==> config.mk <==
export PLATFORM = sky130hd
export DESIGN_NAME = bht_controller
export DESIGN_NICKNAME = d
export VERILOG_FILES = /design/src/rtl/bht_controller.sv
export SDC_FILE = /design/constraint.sdc
export NUM_CORES = 1
export LEC_CHECK = 0
export ABC_AREA = 1
export ABC_CLOCK_PERIOD_IN_PS = 4200
export BUFFER_PORTS_ARGS = -buffer_cell sky130_fd_sc_hd__buf_2
export CAP_MARGIN = 20
export CORE_ASPECT_RATIO = 1.2
export CORE_MARGIN = 1.5
export CORE_UTILIZATION = 50
export CTS_BUF_LIST = sky130_fd_sc_hd__clkbuf_8
export CTS_CLUSTER_SIZE = 40
export DETAILED_ROUTE_END_ITERATION = 12
export PLACE_DENSITY = 0.75
export SETUP_SLACK_MARGIN = 0.02
export SKIP_CTS_REPAIR_TIMING = 1
export SYNTH_ARGS = -nofsm -noshare
export SYNTH_HDL_FRONTEND = slang
export SYNTH_SLANG_ARGS = --single-unit
export TNS_END_PERCENT = 50
==> constraint.sdc <==
create_clock -name clk -period 4.2 [get_ports clk]
set_input_delay 0.84 -clock clk [delete_from_list [all_inputs] [get_ports clk]]
set_output_delay 0.84 -clock clk [all_outputs]
set_load 0.1 [all_outputs]
==> src/rtl/bht_controller.sv <==
`default_nettype none
// ============================================================================
// Module   : bht_controller
// Purpose  : Branch history table controller. Direct-mapped table of 2-bit
//            saturating counters indexed by pc[IDX_W+1:2]. One combinational
//            prediction lookup and one resolved-branch update per cycle. An
//            init sweep writes weakly-not-taken (01) to every entry after
//            reset or a clear request, blocking lookups and updates meanwhile.
// Ports    : clk, rst_n (async active-low)
//            clear_req        - pulse, reinitialize the whole table
//            busy             - init sweep in progress
//            lookup_pc        - fetch PC; predicted_taken is its prediction
//            upd_valid/upd_pc/upd_taken - resolved branch from execute
//            upd_ready        - update accepted this cycle (= !busy)
// Config   : BHT_BYPASS_EN - when defined, a same-cycle accepted update to the
//            looked-up index forwards its post-update counter to the
//            prediction. Undefined: lookup sees the stored (pre-update) value.
// Revision : 1.0 - initial release
// ============================================================================
module bht_controller #(
    parameter int PC_W  = 32,
    parameter int IDX_W = 4
) (
    input  logic            clk,
    input  logic            rst_n,
    input  logic            clear_req,
    output logic            busy,
    input  logic [PC_W-1:0] lookup_pc,
    output logic            predicted_taken,
    input  logic            upd_valid,
    input  logic [PC_W-1:0] upd_pc,
    input  logic            upd_taken,
    output logic            upd_ready
);

    localparam int             DEPTH      = 2 ** IDX_W;
    localparam logic [IDX_W-1:0] C_PTR_LAST = IDX_W'(DEPTH - 1);
    localparam logic [1:0]     C_WEAK_NT  = 2'b01;

    typedef enum logic [0:0] {
        ST_INIT = 1'b0,
        ST_RUN  = 1'b1
    } state_t;

    state_t           state_q, state_d;
    logic [IDX_W-1:0] ptr_q, ptr_d;
    logic [1:0]       table_q [DEPTH];
    logic [1:0]       table_d [DEPTH];

    logic [IDX_W-1:0] lk_idx;
    logic [IDX_W-1:0] upd_idx;
    logic [1:0]       upd_cur;
    logic [1:0]       upd_next;
    logic             upd_write;
    logic             bypass_hit;
    logic [1:0]       lk_ctr;

    // PC bits outside the index field are intentionally ignored (no tags).
    logic unused_pc_bits;
    assign unused_pc_bits = ^{lookup_pc[PC_W-1:IDX_W+2], lookup_pc[1:0],
                              upd_pc[PC_W-1:IDX_W+2], upd_pc[1:0]};

    assign lk_idx  = lookup_pc[IDX_W+1:2];
    assign upd_idx = upd_pc[IDX_W+1:2];
    assign upd_cur = table_q[upd_idx];

    assign busy      = (state_q == ST_INIT);
    assign upd_ready = ~busy;

    // A clear in the same cycle wins over an accepted update.
    assign upd_write = upd_valid & upd_ready & ~clear_req;

    always_comb begin
        upd_next = upd_cur;
        if (upd_taken) begin
            if (upd_cur != 2'b11) upd_next = upd_cur + 2'b01;
        end else begin
            if (upd_cur != 2'b00) upd_next = upd_cur - 2'b01;
        end
    end

`ifdef BHT_BYPASS_EN
    assign bypass_hit = upd_write & (upd_idx == lk_idx);
`else
    assign bypass_hit = 1'b0;
`endif

    assign lk_ctr          = bypass_hit ? upd_next : table_q[lk_idx];
    assign predicted_taken = (state_q == ST_RUN) & lk_ctr[1];

    always_comb begin
        state_d = state_q;
        ptr_d   = ptr_q;
        for (int i = 0; i < DEPTH; i++) begin
            table_d[i] = table_q[i];
        end
        case (state_q)
            ST_INIT: begin
                table_d[ptr_q] = C_WEAK_NT;
                if (clear_req) begin
                    ptr_d = '0;
                end else if (ptr_q == C_PTR_LAST) begin
                    state_d = ST_RUN;
                    ptr_d   = '0;
                end else begin
                    ptr_d = ptr_q + 1'b1;
                end
            end
            ST_RUN: begin
                if (clear_req) begin
                    state_d = ST_INIT;
                    ptr_d   = '0;
                end else if (upd_write) begin
                    table_d[upd_idx] = upd_next;
                end
            end
            default: begin
                state_d = ST_INIT;
                ptr_d   = '0;
            end
        endcase
    end

    always_ff @(posedge clk or negedge rst_n) begin
        if (!rst_n) begin
            state_q <= ST_INIT;
            ptr_q   <= '0;
        end else begin
            state_q <= state_d;
            ptr_q   <= ptr_d;
        end
    end

    // Table storage needs no reset: the sweep defines it before any use.
    always_ff @(posedge clk) begin
        for (int i = 0; i < DEPTH; i++) begin
            table_q[i] <= table_d[i];
        end
    end

endmodule
`default_nettype wire

# Word-level counts from Yosys, hierarchy flattened
# Memory sizes are Yosys's and may differ from the RTL's.
# Index checks and enable logic that the tools add are counted.
# totals
mem_count	1
mem_bits_ro	0
latch_bits	0
mem_bits_rw	32
reg_bits	5
output_inout_bits	3
in_bits	69
# classes
order_cmp	4
n_shift	0
addsub	3
multipliers	0
bitwise	10
reduce_logical	3
div_mod_pow	0
n_eq_ne	3
n_mux	19
# memory_table
name	words	word_bits	rd	rd_ports_with_merged_regs	write_ports	line_no	text
table_q	16	2	18	0	16	47	logic [1:0] table_q [DEPTH];
# ops
cell	n
two-way mux 32 bit	2
case mux 32 bit (2 select lines)	1
bitwise mux 32 bit	1
AND 16 bit	1
demux 2 bit (select 4 bit)	2
NOT 16 bit	1
OR 16 bit	1
two-way mux 4 bit	3
>= comparator 5 bit (second input constant)	2
less-than comparator 5 x 1 -> 1 bit (second input constant)	2
two-way mux 2 bit	5
NOT 4 -> 5 bit	2
case mux 4 bit (2 select lines)	1
adder 4 x 1 -> 4 bit (second input constant)	1
equality test 4 bit (second input constant)	1
inequality test 2 bit (second input constant)	2
AND 1 bit	3
two-way mux 1 bit	3
adder 2 x 1 -> 2 bit (second input constant)	1
logical AND 1 bit	2
NOT 1 bit	2
case mux 1 bit (2 select lines)	1
nonzero test 2 bit	1
subtractor 2 x 1 -> 2 bit (second input constant)	1

# Logic depth before layout (Yosys ltp)
# depth
word_depth	9
mapped_depth	14
depth_no_buf	12

# Least setup slack after synthesis
# Ideal clock, no wire load.
# synth_path
kind	register to output
startpoint	register state_q (netlist: upd_ready)
endpoint	output port predicted_taken
t_arrival_ps	3597
path_buffers	2
t_required_ps	3360
stages_incl_launch_ff	5
setup_slack_ps	-237
path_cell_list	dfrtp_1 -> clkbuf_1 -> inv_2 -> clkbuf_1 -> a21oi_1
# synth_via
elab_chain_len	1
# synth_rtl
item	line_no	text
start: declaration	45	state_t state_q, state_d;
start signal: assignment	129	state_q <= state_d;
AND 1 bit	89	assign predicted_taken = (state_q == ST_RUN) & lk_ctr[1];
end: declaration	29	output logic predicted_taken,
# Every way passes these cells.

# Final worst setup path
# layout_path
startpoint	input port lookup_pc[2]
endpoint	output port predicted_taken
# layout_via
elab_chain_len	2
# layout_rtl
item	line_no	text
start: declaration	28	input logic [PC_W-1:0] lookup_pc,
memory (16 x 2 bit)	-	
AND 1 bit	89	
# Every way passes these cells.

==> summary.md <==
| Metric | Value |
|---|---|
| Clk_lat worst skew | 0.30 ns |
| Worst clock skew | ~0.0084 ns |
| CTS tree | yes |
| Total power draw | ~0.96 mW |
| DIE WIDTH | ~70 µm |
| Power per cell area | between 300 and 400 nW/µm² |
| Outcome | completed |
| Final setup viols | 0 |
| RSZ-0062 raised after global routing | false |
| Max clock buf depth | 2 |
| CTS Root Cell | clkbuf_8 |
| Total CTS buffers | 5 |
| Depth of the CTS H-tree | 2 |
| Final ANT Viol Nets | 0 |
| Seq cells post-synth | 37 |
| Cells along the critical path | buf_2 -> inv_1 -> a21oi_1 -> o21ai_1 -> o211ai_1 -> o211ai_1 -> a21oi_2 -> buf_2 |
| Area of the multi-input gates | 1400 µm² |
| CP Data Required Time | 3.36 ns |
| Kind of critical path | input pin to output pin |
| Initial Util | a little over half |
| DR vias/cell | between 6 and 7 |
| Detailed Place HPWL | approximately 5.0 mm |
| Commonest cells after routing, fill and taps aside | nand2_1, nor2_1, o21ai_0, nand3_1, edfxtp_1 |
| Mean cell area of the mapped netlist | approximately 7.0 µm² |
| Ports | 72 |
| TNS Setup | 0 ns |
| Fillers | between 400 and 500 |
| Pleak | between 1 and 1.5 nW |
| Share of post-route cells with drive strength above 1 | about a tenth |
| CTS clk-pin slew, worst paths | around 0.08 ns |
| Ant. Diodes | 0 |
| Top-area cell type share of the netlist area | around 36% |
| Post-Syn Instances | between 300 and 400 |
| Routability cong. | between 0.9 and 1 |
| Slew Limit Fails | 0 |
| CP Buf/Inv Count | 3 |
| Remaining global-route overflow | 0 |
| DRC violation count after routing | 0 |
| Worst-Margin Slew | between 0.6 and 0.7 ns |
| Finished Core Util | about 56% |
| Tot GR Track Use | 26.7% |
| CP top delay family | buffers and inverters |
| Initial antenna violation count | 0 |
| First-pass GRT wire length | 12.4 mm |
| DR pass1 iterations | 6 |
| Mapped cell area | roughly 2700 µm² |
| Final hold violation count | 0 |
| CP Capture Type | output pin |
| Fmax | ~320 MHz |
| Register area | between 1000 and 1500 µm² |
| Max_cap viols | 0 |
| Post-route minimum period | around 3.2 ns |
| Slew margin rel. | between 50% and 60% |
| Vias in the first global route | 2558 |
| Worst path slowest cell | buf_2 |
| Worst setup SP type | input pin |
| Clk sink count | 37 |
| Core area | 5040 µm² |
| Die Height | slightly above 80 µm |
| Die area | a little under 6000 µm² |
| Avg WL per Cell | between 15 and 20 µm |
| Syn Nets | about 460 |
| Synth Warn # | 0 |
| Peak supply drop | around 0.16 mV |
| DR vias | ~2700 |
| Commonest non-fill, non-tap cell in the layout | nand2_1 |
| Final period utilization | roughly three quarters |
| Largest net degree at the start of global routing | ~50 |
| IO Port Bufs | 15 |
| Hold WS | 0.340 ns |
| Synth area leaders | edfxtp_1, nand2_1, o21ai_0 |
| Max FO, Critical Path | 9 |
| Yosys top cell by area | edfxtp_1 |
| # rows | 28 |
| Iter 0 DRT Violations | approximately 390 |
| Max incr delay on CP | around 0.43 ns |
| Sequential fraction of the synthesis area | 40.7% |
| Hold Crit Class | input pin to async pin |
| Routed wire length | about 7.6 mm |
| Final #Nets | around 460 |
| Worst Path Arrival | between 2 and 2.5 ns |
| Area delta synth->final | 5.72% |
| Unique masters post-synth | 23 |
final cells by class:
| class | count | area share [%] |
|---|---|---|
| sequential | 37 | 38.5 |
| multi-input combinational | 303 | 49.5 |
| tap | 60 | 2.66 |
| clock inverter | 3 | 0.488 |
| timing repair buffer | 16 | 2.93 |
| clock buffer | 5 | 2.44 |
| inverter | 26 | 3.46 |
state kept, by name, indices dropped and copies added, names as in the netlist:
register,count
ptr_q,4
table_q,32
upd_ready,1
final timing paths:
path	startpoint	to	slack (ns)	depth (start not counted)
max	lookup_pc[2]	predicted_taken	1.04	8
min	rst_n	ptr_q[0]$_DFFE_PN0P_	0.34	1
max reg2reg	upd_ready$_DFF_PN0_	table_q[9][1]$_DFFE_PP_	2.31	5
min reg2reg	ptr_q[0]$_DFFE_PN0P_	ptr_q[0]$_DFFE_PN0P_	0.58	1
max in group asynchronous	rst_n	upd_ready$_DFF_PN0_	3.73	1
min in group clk	ptr_q[0]$_DFFE_PN0P_	ptr_q[0]$_DFFE_PN0P_	0.58	1
power by group:
| part | internal (mW) | switching, mW |
|---|---|---|
| registers | 0.460 | 0.0370 |
| clock network | 0.113 | 0.138 |
| logic | 0.0638 | 0.148 |
| total | 0.636 | 0.323 |
cell families (layout without fill, tap and decap cells):
kind of cell	after synthesis	in the layout	share of synthesized area (%)
buffers and inverters	43	50	7.08
AOI/OAI and AO/OA	71	71	15.5
xor gates and xnor gates	1	1	0.328
adders and majority gates	4	4	1.88
and+or+nand+nor	227	227	34.5
DFF	37	37	40.7
layer usage:
metal / track usage, % / up-vias / part of all wire [%]
met3: 4.25 / 20 / 8.6
met1: 35.9 / 1256 / 41
li1: - / 1291 / -
met5: 0 / - / 0
met2: 41.8 / 157 / 48
met4: 13.3 / 0 / 2.5
worst register-to-register path, stage by stage (launching register included):
cell	delay (ns)
dfrtp_1	0.62
inv_2	0.25
buf_4	0.45
nor2_1	0.13
nand3_1	0.11
nand2_1	0.07
synthesized netlist by cell type, drive strengths merged:
cell type  number
a21oi           5
ha              4
o22ai           2
dfrtp           5
nor3            3
nand2         138
nand3          36
inv            26
o221ai          1
nor2           50
edfxtp         32
clkbuf          9
o211ai         16
xor2            1
o21ai          47
buf             8
per-stage QoR:
step	setup WS, ns	cells	instance area [µm²]
5_1_grt	0.978	450	2820
3_5_place_dp	1.10	442	2740
3_3_place_gp	1.12	442	2740
4_1_cts	1.10	450	2820
6_report	1.04	450	2820
2_1_floorplan	0.378	383	2670
Note: power is estimated with default switching activity, not from simulation.
